===== src/rtl/mem_access_unit.sv =====
// Requester side of the data port of the dual-port word memory: one load/store at a time,
// load extension, and read-modify-write for byte/half stores against the whole-word write port.
module mem_access_unit #(
    parameter int ADDR_W     = 14,
    parameter int DATA_W     = 32,
    parameter int RD_LATENCY = 2
) (
    input  logic              clk,
    input  logic              rst_n,
    input  logic              req_valid,
    output logic              req_ready,
    input  logic              req_write,
    input  logic [1:0]        req_size,
    input  logic              req_unsigned,
    input  logic [31:0]       req_addr,
    input  logic [DATA_W-1:0] req_wdata,
    output logic              resp_valid,
    output logic [DATA_W-1:0] resp_rdata,
    output logic              misaligned,
    output logic [ADDR_W-1:0] mem_addr,
    output logic [DATA_W-1:0] mem_wdata,
    output logic              mem_we,
    input  logic [DATA_W-1:0] mem_rdata
);

    localparam int CNT_W = (RD_LATENCY > 32'sd2) ? $clog2(RD_LATENCY) : 1;
    localparam logic [CNT_W-1:0] CNT_ZERO  = '0;
    localparam logic [CNT_W-1:0] CNT_ONE   = CNT_W'(32'd1);
    localparam logic [CNT_W-1:0] WAIT_INIT =
        CNT_W'((RD_LATENCY >= 32'sd2) ? (RD_LATENCY - 32'sd2) : 32'sd0);
    localparam bit NO_WAIT = (RD_LATENCY == 32'sd1);

    typedef enum logic [2:0] {
        IDLE     = 3'd0,
        RD_ISSUE = 3'd1,
        RD_WAIT  = 3'd2,
        RD_DATA  = 3'd3,
        WR       = 3'd4
    } state_t;

    state_t            state_r, state_s;
    logic [CNT_W-1:0]  cnt_r, cnt_s;
    logic [1:0]        lane_r, lane_s;
    logic [1:0]        size_r, size_s;
    logic              unsigned_r, unsigned_s;
    logic              write_r, write_s;
    logic [DATA_W-1:0] wdata_r, wdata_s;
    logic              ready_r, ready_s;
    logic              resp_valid_r, resp_valid_s;
    logic [DATA_W-1:0] resp_rdata_r, resp_rdata_s;
    logic              misaligned_r, misaligned_s;
    logic [ADDR_W-1:0] mem_addr_r, mem_addr_s;
    logic [DATA_W-1:0] mem_wdata_r, mem_wdata_s;
    logic              mem_we_r, mem_we_s;

    // Address bits above the word-address range wrap away by design.
    logic addr_hi_unused_s;
    assign addr_hi_unused_s = ^req_addr[31:ADDR_W+2];

    function automatic logic is_misaligned(input logic [1:0] size, input logic [1:0] addr_lo);
        logic bad;
        case (size)
            2'b00:   bad = 1'b0;
            2'b01:   bad = addr_lo[0];
            default: bad = (addr_lo != 2'b00);
        endcase
        return bad;
    endfunction

    // Little-endian lane select followed by sign or zero extension.
    function automatic logic [DATA_W-1:0] extend_load(input logic [DATA_W-1:0] word,
                                                      input logic [1:0]        size,
                                                      input logic [1:0]        lane,
                                                      input logic              is_unsigned);
        logic [7:0]        b;
        logic [15:0]       h;
        logic [DATA_W-1:0] res;
        b = word[{lane, 3'b000} +: 8];
        h = word[{lane[1], 4'b0000} +: 16];
        case (size)
            2'b00: begin
                if (is_unsigned) begin
                    res = {{(DATA_W-8){1'b0}}, b};
                end else begin
                    res = {{(DATA_W-8){b[7]}}, b};
                end
            end
            2'b01: begin
                if (is_unsigned) begin
                    res = {{(DATA_W-16){1'b0}}, h};
                end else begin
                    res = {{(DATA_W-16){h[15]}}, h};
                end
            end
            default: res = word;
        endcase
        return res;
    endfunction

    function automatic logic [DATA_W-1:0] merge_store(input logic [DATA_W-1:0] old_word,
                                                      input logic [DATA_W-1:0] wdata,
                                                      input logic [1:0]        size,
                                                      input logic [1:0]        lane);
        logic [DATA_W-1:0] res;
        res = old_word;
        case (size)
            2'b00:   res[{lane, 3'b000} +: 8]     = wdata[7:0];
            2'b01:   res[{lane[1], 4'b0000} +: 16] = wdata[15:0];
            default: res = wdata;
        endcase
        return res;
    endfunction

    // Next-state and next-output logic; single-cycle pulses default low every cycle.
    always_comb begin
        state_s      = state_r;
        cnt_s        = cnt_r;
        lane_s       = lane_r;
        size_s       = size_r;
        unsigned_s   = unsigned_r;
        write_s      = write_r;
        wdata_s      = wdata_r;
        resp_valid_s = 1'b0;
        resp_rdata_s = resp_rdata_r;
        misaligned_s = 1'b0;
        mem_addr_s   = mem_addr_r;
        mem_wdata_s  = mem_wdata_r;
        mem_we_s     = 1'b0;
        case (state_r)
            IDLE: begin
                if (req_valid) begin
                    if (is_misaligned(req_size, req_addr[1:0])) begin
                        misaligned_s = 1'b1;
                        state_s      = IDLE;
                    end else begin
                        lane_s     = req_addr[1:0];
                        size_s     = req_size;
                        unsigned_s = req_unsigned;
                        write_s    = req_write;
                        wdata_s    = req_wdata;
                        mem_addr_s = req_addr[ADDR_W+1:2];
                        // A whole-word store needs no read: go straight to the write.
                        if (req_write && req_size[1]) begin
                            mem_wdata_s = req_wdata;
                            mem_we_s    = 1'b1;
                            state_s     = WR;
                        end else begin
                            state_s = RD_ISSUE;
                        end
                    end
                end else begin
                    state_s = IDLE;
                end
            end
            RD_ISSUE: begin
                cnt_s = WAIT_INIT;
                if (NO_WAIT) begin
                    state_s = RD_DATA;
                end else begin
                    state_s = RD_WAIT;
                end
            end
            RD_WAIT: begin
                if (cnt_r == CNT_ZERO) begin
                    state_s = RD_DATA;
                end else begin
                    cnt_s = cnt_r - CNT_ONE;
                end
            end
            RD_DATA: begin
                if (write_r) begin
                    mem_wdata_s = merge_store(mem_rdata, wdata_r, size_r, lane_r);
                    mem_we_s    = 1'b1;
                    state_s     = WR;
                end else begin
                    resp_valid_s = 1'b1;
                    resp_rdata_s = extend_load(mem_rdata, size_r, lane_r, unsigned_r);
                    state_s      = IDLE;
                end
            end
            WR: begin
                resp_valid_s = 1'b1;
                state_s      = IDLE;
            end
            default: begin
                state_s = IDLE;
            end
        endcase
        ready_s = (state_s == IDLE);
    end

    // FSM state register.
    always_ff @(posedge clk) begin
        if (!rst_n) begin
            state_r <= IDLE;
        end else begin
            state_r <= state_s;
        end
    end

    // Request latches, wait counter and registered outputs.
    always_ff @(posedge clk) begin
        if (!rst_n) begin
            cnt_r        <= CNT_ZERO;
            lane_r       <= 2'b00;
            size_r       <= 2'b00;
            unsigned_r   <= 1'b0;
            write_r      <= 1'b0;
            wdata_r      <= '0;
            ready_r      <= 1'b1;
            resp_valid_r <= 1'b0;
            resp_rdata_r <= '0;
            misaligned_r <= 1'b0;
            mem_addr_r   <= '0;
            mem_wdata_r  <= '0;
            mem_we_r     <= 1'b0;
        end else begin
            cnt_r        <= cnt_s;
            lane_r       <= lane_s;
            size_r       <= size_s;
            unsigned_r   <= unsigned_s;
            write_r      <= write_s;
            wdata_r      <= wdata_s;
            ready_r      <= ready_s;
            resp_valid_r <= resp_valid_s;
            resp_rdata_r <= resp_rdata_s;
            misaligned_r <= misaligned_s;
            mem_addr_r   <= mem_addr_s;
            mem_wdata_r  <= mem_wdata_s;
            mem_we_r     <= mem_we_s;
        end
    end

    assign req_ready  = ready_r;
    assign resp_valid = resp_valid_r;
    assign resp_rdata = resp_rdata_r;
    assign misaligned = misaligned_r;
    assign mem_addr   = mem_addr_r;
    assign mem_wdata  = mem_wdata_r;
    assign mem_we     = mem_we_r;

endmodule


===== config.mk =====
export PLATFORM = sky130hd
export DESIGN_NAME = mem_access_unit
export DESIGN_NICKNAME = d
export VERILOG_FILES = /design/src/rtl/mem_access_unit.sv
export SDC_FILE = /design/constraint.sdc
export NUM_CORES = 1
export LEC_CHECK = 0
export ABC_AREA = 1
export BUFFER_PORTS_ARGS = -buffer_cell sky130_fd_sc_hd__buf_2
export CORE_MARGIN = 3
export CORE_UTILIZATION = 58
export CTS_CLUSTER_SIZE = 14
export DETAILED_ROUTE_END_ITERATION = 8
export PLACE_DENSITY_LB_ADDON = 0.1
export SLEW_MARGIN = 20
export SYNTH_ARGS = -nofsm -noshare
export SYNTH_HDL_FRONTEND = slang
export SYNTH_SLANG_ARGS = --single-unit

===== constraint.sdc =====
create_clock -name clk -period 3.4 [get_ports clk]
set_clock_uncertainty 0.05 [all_clocks]
set_input_delay 0.17 -clock clk [delete_from_list [all_inputs] [get_ports clk]]
set_output_delay 0.17 -clock clk [all_outputs]
set_load 0.05 [all_outputs]

* Yosys cells after proc, flatten, opt, wreduce, memory -nomap -nowiden
Index checks and enable logic that the tools add are counted.
Storage, ports and cells: bits in read-only memories 0, memories kept 0, bits in latches 0, input bits 103, flip-flop bits (word level) 124, memory bits (writable) 0, output and inout bits 82, word-level logic and storage cells 77
Cells by class: add/subtract/negate cells 3, shift-type cells 6, magnitude comparators 0, bitwise logic cells 2, divide/modulo/power cells 0, multipliers 0, reductions and logical operators 12, mux-type cells 30, eq/ne operators 10
Operators with widths (number):
- $mux 32 | 6
- $pmux 32 s2 | 3
- $bwmux 32 | 2
- $shift 16x7->32 const A | 1
- $shift 8x7->32 const A | 1
- $shiftx 16x7->32 | 1
- $shiftx 32x6->16 | 1
- $shiftx 32x6->8 | 1
- $shiftx 8x7->32 | 1
- $mux 3 | 5
- $neg 5->7 | 2
- $pmux 3 s4 | 1
- $mux 1 | 9
- $ne 2x2->1 const B | 4
- $pmux 1 s2 | 4
- $eq 3x2->1 const B | 2
- $logic_not 3->1 | 2
- $reduce_and 3->1 | 2
- $reduce_bool 2->1 | 3
- $reduce_and 5->1 | 1
- $eq 2x1->1 const B | 2
- $logic_not 2->1 | 2
- $eq 3x1->1 const B | 1
- $eq 3x3->1 const B | 1
- other kinds (4) | 5

* Logic depth before layout (Yosys ltp)
word-level depth 8, mapped depth 14, mapped depth without buffers 11

* Worst setup path before layout
No wires, ideal clock.
kind register to register, start point reg lane_r[1], end point reg mem_wdata_r[13] (netlist: mem_wdata[13]), arrival time 1.839 ns, period minus slack after synthesis 1.960 ns, stages on the path, launching flop included 13, data required time 3.280 ns, setup time 0.070 ns, buffers on the path 2, path slack 1.440 ns, cell sequence dfxtp_1 -> buf_6 -> inv_6 -> clkbuf_1 -> ha_1 -> clkinv_1 -> nor2_2 -> nand2_1 -> nand2_1 -> nand2_1 -> nand2_1 -> nand3_1 -> a21oi_1
On the way: longest elaborated chain between the ends 6, elaborated cells between the ends (all ways) 11, classes of those cells add/sub: 2; shift: 4; mux: 5
Ends and longest elaborated chain:
- from (decl) | RTL line 43 | logic [1:0] lane_r, lane_s;
- from (signal assigned) | RTL line 219 | lane_r <= lane_s;
- $neg 5->7, on equally long branches | RTL line 108, 107
- $shiftx 16x7->32 (tied with other cells) | RTL line 108 | 2'b01: res[{lane[1], 4'b0000} +: 16] = wdata[15:0];
- $bwmux 32, on equally long branches | RTL line 108, 107
- $pmux 32 s2 (*) | RTL line 106 | case (size)
- $mux 32 (*) | RTL line 171 | if (write_r) begin
- $pmux 32 s2 (*) | RTL line 129 | case (state_r)
- to (signal assigned) | RTL line 229 | mem_wdata_r <= mem_wdata_s;
- to (decl) | RTL line 53 | logic [DATA_W-1:0] mem_wdata_r, mem_wdata_s;
Mark *: on every way between the ends. The rest lies on a longest branch, timed or not. The select of a mux whose other input is x is not followed. A chain may end at the register's enable or synchronous reset.

* Worst setup path after layout
start point reg lane_r[1], end point reg mem_wdata_r[17] (netlist: mem_wdata[17])
The elaborated chain is that of the path after synthesis.

==> metrics.md <==
| Metric | Value |
|---|---|
| Ratio of cells with drive above 1 in the final layout | `between 20% and 30%` |
| Final #Nets | `between 1k and 1.5k` |
| Global placer's final weighted congestion | `approximately 0.96` |
| Critical path origin | `lane_r[1]` |
| Data required time at the worst endpoint | `about 3700 ps` |
| Adder and majority cell fraction of the synthesized area | `0.889%` |
| Antenna violations before repair | `0` |
| Total number of yosys warnings | `0` |
| IO Port Bufs | `approximately 170` |
| Post-Route WL | `approximately 23,000 um` |
| Num Clock Sinks | `about 120` |
| Critical Path Most Common Cell | `sky130_fd_sc_hd__nand2_1` |
| Async set-or-reset flop fraction in the synthesized netlist | `0%` |
| Sum of negative setup slack | `0 ps` |
| Leakage power figure | `about 4.4 nW` |
| Die ar. | `approximately 13,000 um^2` |
| RR Startpoint | `lane_r[1]` |
| Unrepaired setup endpoints after global routing | `false` |
| Pwr/cell area | `roughly 480 nW/um^2` |
| Mapped Nets | `about 1.2k` |
| Post-layout min period | `roughly 2300 ps` |
| First-pass iteration count of the detailed router | `5` |
| Combinational family with the most area after synthesis | `simple AND/OR/NAND/NOR gates` |
| Share of the cycle needed by the critical path after routing | `68.9%` |
| Final-report setup violation count | `0` |
| Post-layout total power | `between 0.004 and 0.005 W` |
| Share of total power in sequential cells | `between 30% and 40%` |
| Width of the die | `~120 um` |
| Number of buffers added by the clock tree synthesis step | `17` |
| Buffers inserted by post-CTS timing repair | `0` |
| Synth unique cells | `37` |
| Max FO, Critical Path | `30` |
| Fraction of power consumed by combinational cells | `19.1%` |
| Number of flip-flops and latches in the synthesized netlist | `123` |
| Share of the synthesized area in compound gates (AO/OA/AOI/OAI) | `between 10% and 20%` |
| Ordered cell list for the critical path | `buf_4 -> inv_6 -> ha_1 -> inv_2 -> nand2_1 -> nor2_2 -> nand3_1 -> nand2_1 -> nand2_1 -> nand2_1 -> nand2_1 -> a21oi_1` |
| H-tree lvl count | `4` |
| Proportion of synthesized area in mux cells | `0%` |
| Final-report max-slew violation count | `0` |
| Core Rows | `39` |
| Sort of element at the end of the critical path | `register` |
| Antenna-violating nets left | `0` |
| Number of global-route vias before repair | `about 7.5k` |
| Clk buf depth | `2` |
| Most frequent cell after synthesis | `sky130_fd_sc_hd__nand2_1` |
| WL/cell | `16.1 um` |
| Cell at the root of the clock tree | `sky130_fd_sc_hd__clkbuf_16` |
| Power Internal | `just under 0.003 W` |
| Area share of the leading cell type in the synthesized netlist | `about a third` |
| Synthesized-area fraction occupied by xor and xnor cells | `0%` |
| Slew of the pin with the lowest slew margin | `750 ps` |
| Library cell occupying the most area in the post-synthesis netlist | `sky130_fd_sc_hd__dfxtp_1` |
| Data arrival time of the critical path | `2650 ps` |
| Clk slew on worst S/H paths | `roughly 60 ps` |
| Portion of total power attributed to the clock network | `approximately 44%` |
| Kind of critical path | `reg -> reg` |
| Buffers and inverters on the worst path | `3` |
| Growth of design area from synthesis to finish | `25.7%` |
| Critical path launch point type | `register` |
| Residual DRC | `0` |
| Global-route wire length before repair | `approximately 37,000 um` |
| Net switching power | `between 0.001 and 0.0015 W` |
| Number of inserted diodes | `0` |
| Global-route congestion overflow total | `0` |
| Max-cap viol count | `0` |
| Starting Density | `60.6%` |
| Fraction of the yosys area taken by sequential cells | `a little over a third` |
| Relative slew margins | `between 50% and 60%` |
| Post-DP HPWL | `roughly 15,000 um` |
| Synth cell count leaders | `395 x sky130_fd_sc_hd__nand2_1, 123 x sky130_fd_sc_hd__dfxtp_1, 122 x sky130_fd_sc_hd__a21oi_1` |
| Area fraction in and, or, nand and nor cells after synthesis | `37.4%` |
| Worst vdd ir | `0.403 mV` |
| Largest stage delay on the critical path | `between 300 and 400 ps` |
| Number of failing hold endpoints at the final stage | `0` |
| Non-Filler Cell Area, Final | `8840 um^2` |
| Post-route core utilization | `76.2%` |
| Pin count of the biggest net entering global routing | `72` |
| Vert. Die Dim | `116 um` |
| Iteration-0 DRC count of the detailed router | `approximately 860` |
| Highest clock frequency the design can meet | `~430 MHz` |
| Quantity of hold-fixing buffers added after cts | `43` |
| Path category of the worst min-delay check | `in -> reg` |
| Total number of vias | `~8.1k` |
| Placement-stage cell area | `approximately 7800 um^2` |
| TritonCTS clock tree | `done` |
| GRT Resource Usage Total | `between 30% and 40%` |
| Post-Synthesis Mean Instance Area | `between 6 and 7 um^2` |
| Average via count per standard cell | `about 5.6` |
| Post-cts gate resize count | `0` |
| Number of enable flip-flop cells after synthesis | `0` |
| Summed instance area of the synthesized netlist | `around 7000 um^2` |
| Leading cell types by total area after synthesis | `sky130_fd_sc_hd__dfxtp_1 35%, sky130_fd_sc_hd__nand2_1 21%, sky130_fd_sc_hd__a21oi_1 8.7%` |
| Critical path's top delay family | `simple AND/OR/NAND/NOR gates` |
| Run status | `complete, no violations` |
| Most used flip-flop cell after synthesis | `sky130_fd_sc_hd__dfxtp_1` |
| Crit path max-delay cell type | `sky130_fd_sc_hd__dfxtp_2` |
| Min-Delay Startpoint | `req_addr[0]` |
| Later-pin clock latency in the skew report | `430 ps` |
| CORE AREA | `about 12,000 um^2` |
| I/O pin total | `185` |
| Gate count of the mapped netlist | `between 1k and 1.5k` |
| Switching portion of total power | `a little under a third` |
-- worst paths after layout --
| check | endpoint | slack, ps | cells past startpoint |
|---|---|---|---|
| hold reg to reg | mem_wdata[24] | 410 | 2 |
| hold / removal | lane_r[0] | 10 | 3 |
| setup reg to reg | mem_wdata[17] | 1060 | 12 |
| setup / recovery | mem_wdata[17] | 1060 | 12 |
-- worst register-to-register path, cell delays in order (launching register included) --
cell                      delay [ps]
sky130_fd_sc_hd__dfxtp_2         330
sky130_fd_sc_hd__buf_4           300
sky130_fd_sc_hd__inv_6           170
sky130_fd_sc_hd__ha_1            260
sky130_fd_sc_hd__inv_2           150
sky130_fd_sc_hd__nand2_1         120
sky130_fd_sc_hd__nor2_2          300
sky130_fd_sc_hd__nand3_1         140
sky130_fd_sc_hd__nand2_1          80
sky130_fd_sc_hd__nand2_1          70
sky130_fd_sc_hd__nand2_1         100
sky130_fd_sc_hd__nand2_1          80
sky130_fd_sc_hd__a21oi_1         130
-- layer usage --
metal | track usage [%] | vias to the layer above | part of all wire [%] | wire, um
met2 | 58.4 | 361 | 49 | 11600
met4 | 19.4 | 0 | 4.4 | 1030
li1 | - | 3938 | - | -
met5 | 0 | - | 0 | 0
met1 | 41.1 | 3694 | 39 | 9090
met3 | 7.67 | 79 | 7.4 | 1740
-- metrics by stage --
step	hold WS [ps]	setup slack [ps]	cells
floorplan	262	1440	1121
global placement	370	1160	1376
detailed placement	376	1100	1376
CTS	0.597	1080	1451
global route	7.52	862	1451
finish	13.3	1060	1451
-- final cells by class --
| type | instances | area (um^2) |
|---|---|---|
| clock inverter | 15 | 189 |
| timing repair buffer | 226 | 1380 |
| tap | 143 | 179 |
| multi-input combinational | 839 | 3860 |
| inverter | 88 | 338 |
| sequential | 123 | 2460 |
| clock buffer | 17 | 425 |
| fill | 946 | 2770 |
-- cell families (layout without fill, tap and decap cells) --
logic type	after synthesis	after routing
buf+inv	159	346
fa+ha+maj	5	5
flops	123	123
simple gates	618	618
compound gates	216	216
-- power by group through the flow --
stage               Clock, W  Combinational (W)  Sequential (W)
CTS                  0.00190           0.000798         0.00156
finish               0.00190           0.000817         0.00156
global route         0.00197           0.000894         0.00157
floorplan                  0           0.000476         0.00166
detailed placement         0           0.000754         0.00159
global placement           0           0.000745         0.00159
-- cells in the final DEF (no fill, tap or decap), types with 2 or more instances in the layout --
| cell | count |
|---|---|
| sky130_fd_sc_hd__bufinv_16 | 3 |
| sky130_fd_sc_hd__nand3_1 | 60 |
| sky130_fd_sc_hd__inv_2 | 9 |
| sky130_fd_sc_hd__clkinv_1 | 2 |
| sky130_fd_sc_hd__clkbuf_16 | 17 |
| sky130_fd_sc_hd__nand2_4 | 4 |
| sky130_fd_sc_hd__o21a_1 | 3 |
| sky130_fd_sc_hd__clkinv_4 | 5 |
| sky130_fd_sc_hd__o211ai_1 | 14 |
| sky130_fd_sc_hd__ha_1 | 5 |
| sky130_fd_sc_hd__or2_1 | 13 |
| sky130_fd_sc_hd__dlygate4sd3_1 | 43 |
| sky130_fd_sc_hd__clkinv_2 | 2 |
| sky130_fd_sc_hd__o21ai_1 | 34 |
| sky130_fd_sc_hd__a21oi_2 | 7 |
| sky130_fd_sc_hd__nand3b_1 | 11 |
| sky130_fd_sc_hd__inv_1 | 75 |
| sky130_fd_sc_hd__buf_4 | 15 |
| sky130_fd_sc_hd__buf_2 | 168 |
| sky130_fd_sc_hd__nand2_1 | 395 |
| sky130_fd_sc_hd__dfxtp_1 | 121 |
| sky130_fd_sc_hd__dfxtp_2 | 2 |
| sky130_fd_sc_hd__nor2_2 | 4 |
| sky130_fd_sc_hd__or2_2 | 17 |
| sky130_fd_sc_hd__a21oi_1 | 122 |
| sky130_fd_sc_hd__inv_6 | 4 |
| sky130_fd_sc_hd__o21ai_0 | 32 |
| sky130_fd_sc_hd__nand4_1 | 20 |
| sky130_fd_sc_hd__nor2_1 | 88 |
-- registers in the layout, summed over array words and instances, names as in the netlist, 2 cells and up --
register,count
mem_wdata,32
resp_rdata,32
size_r,2
wdata_r,32
lane_r,2
state_r,3
mem_addr,14
No activity file was read; power rests on OpenSTA's default activity.
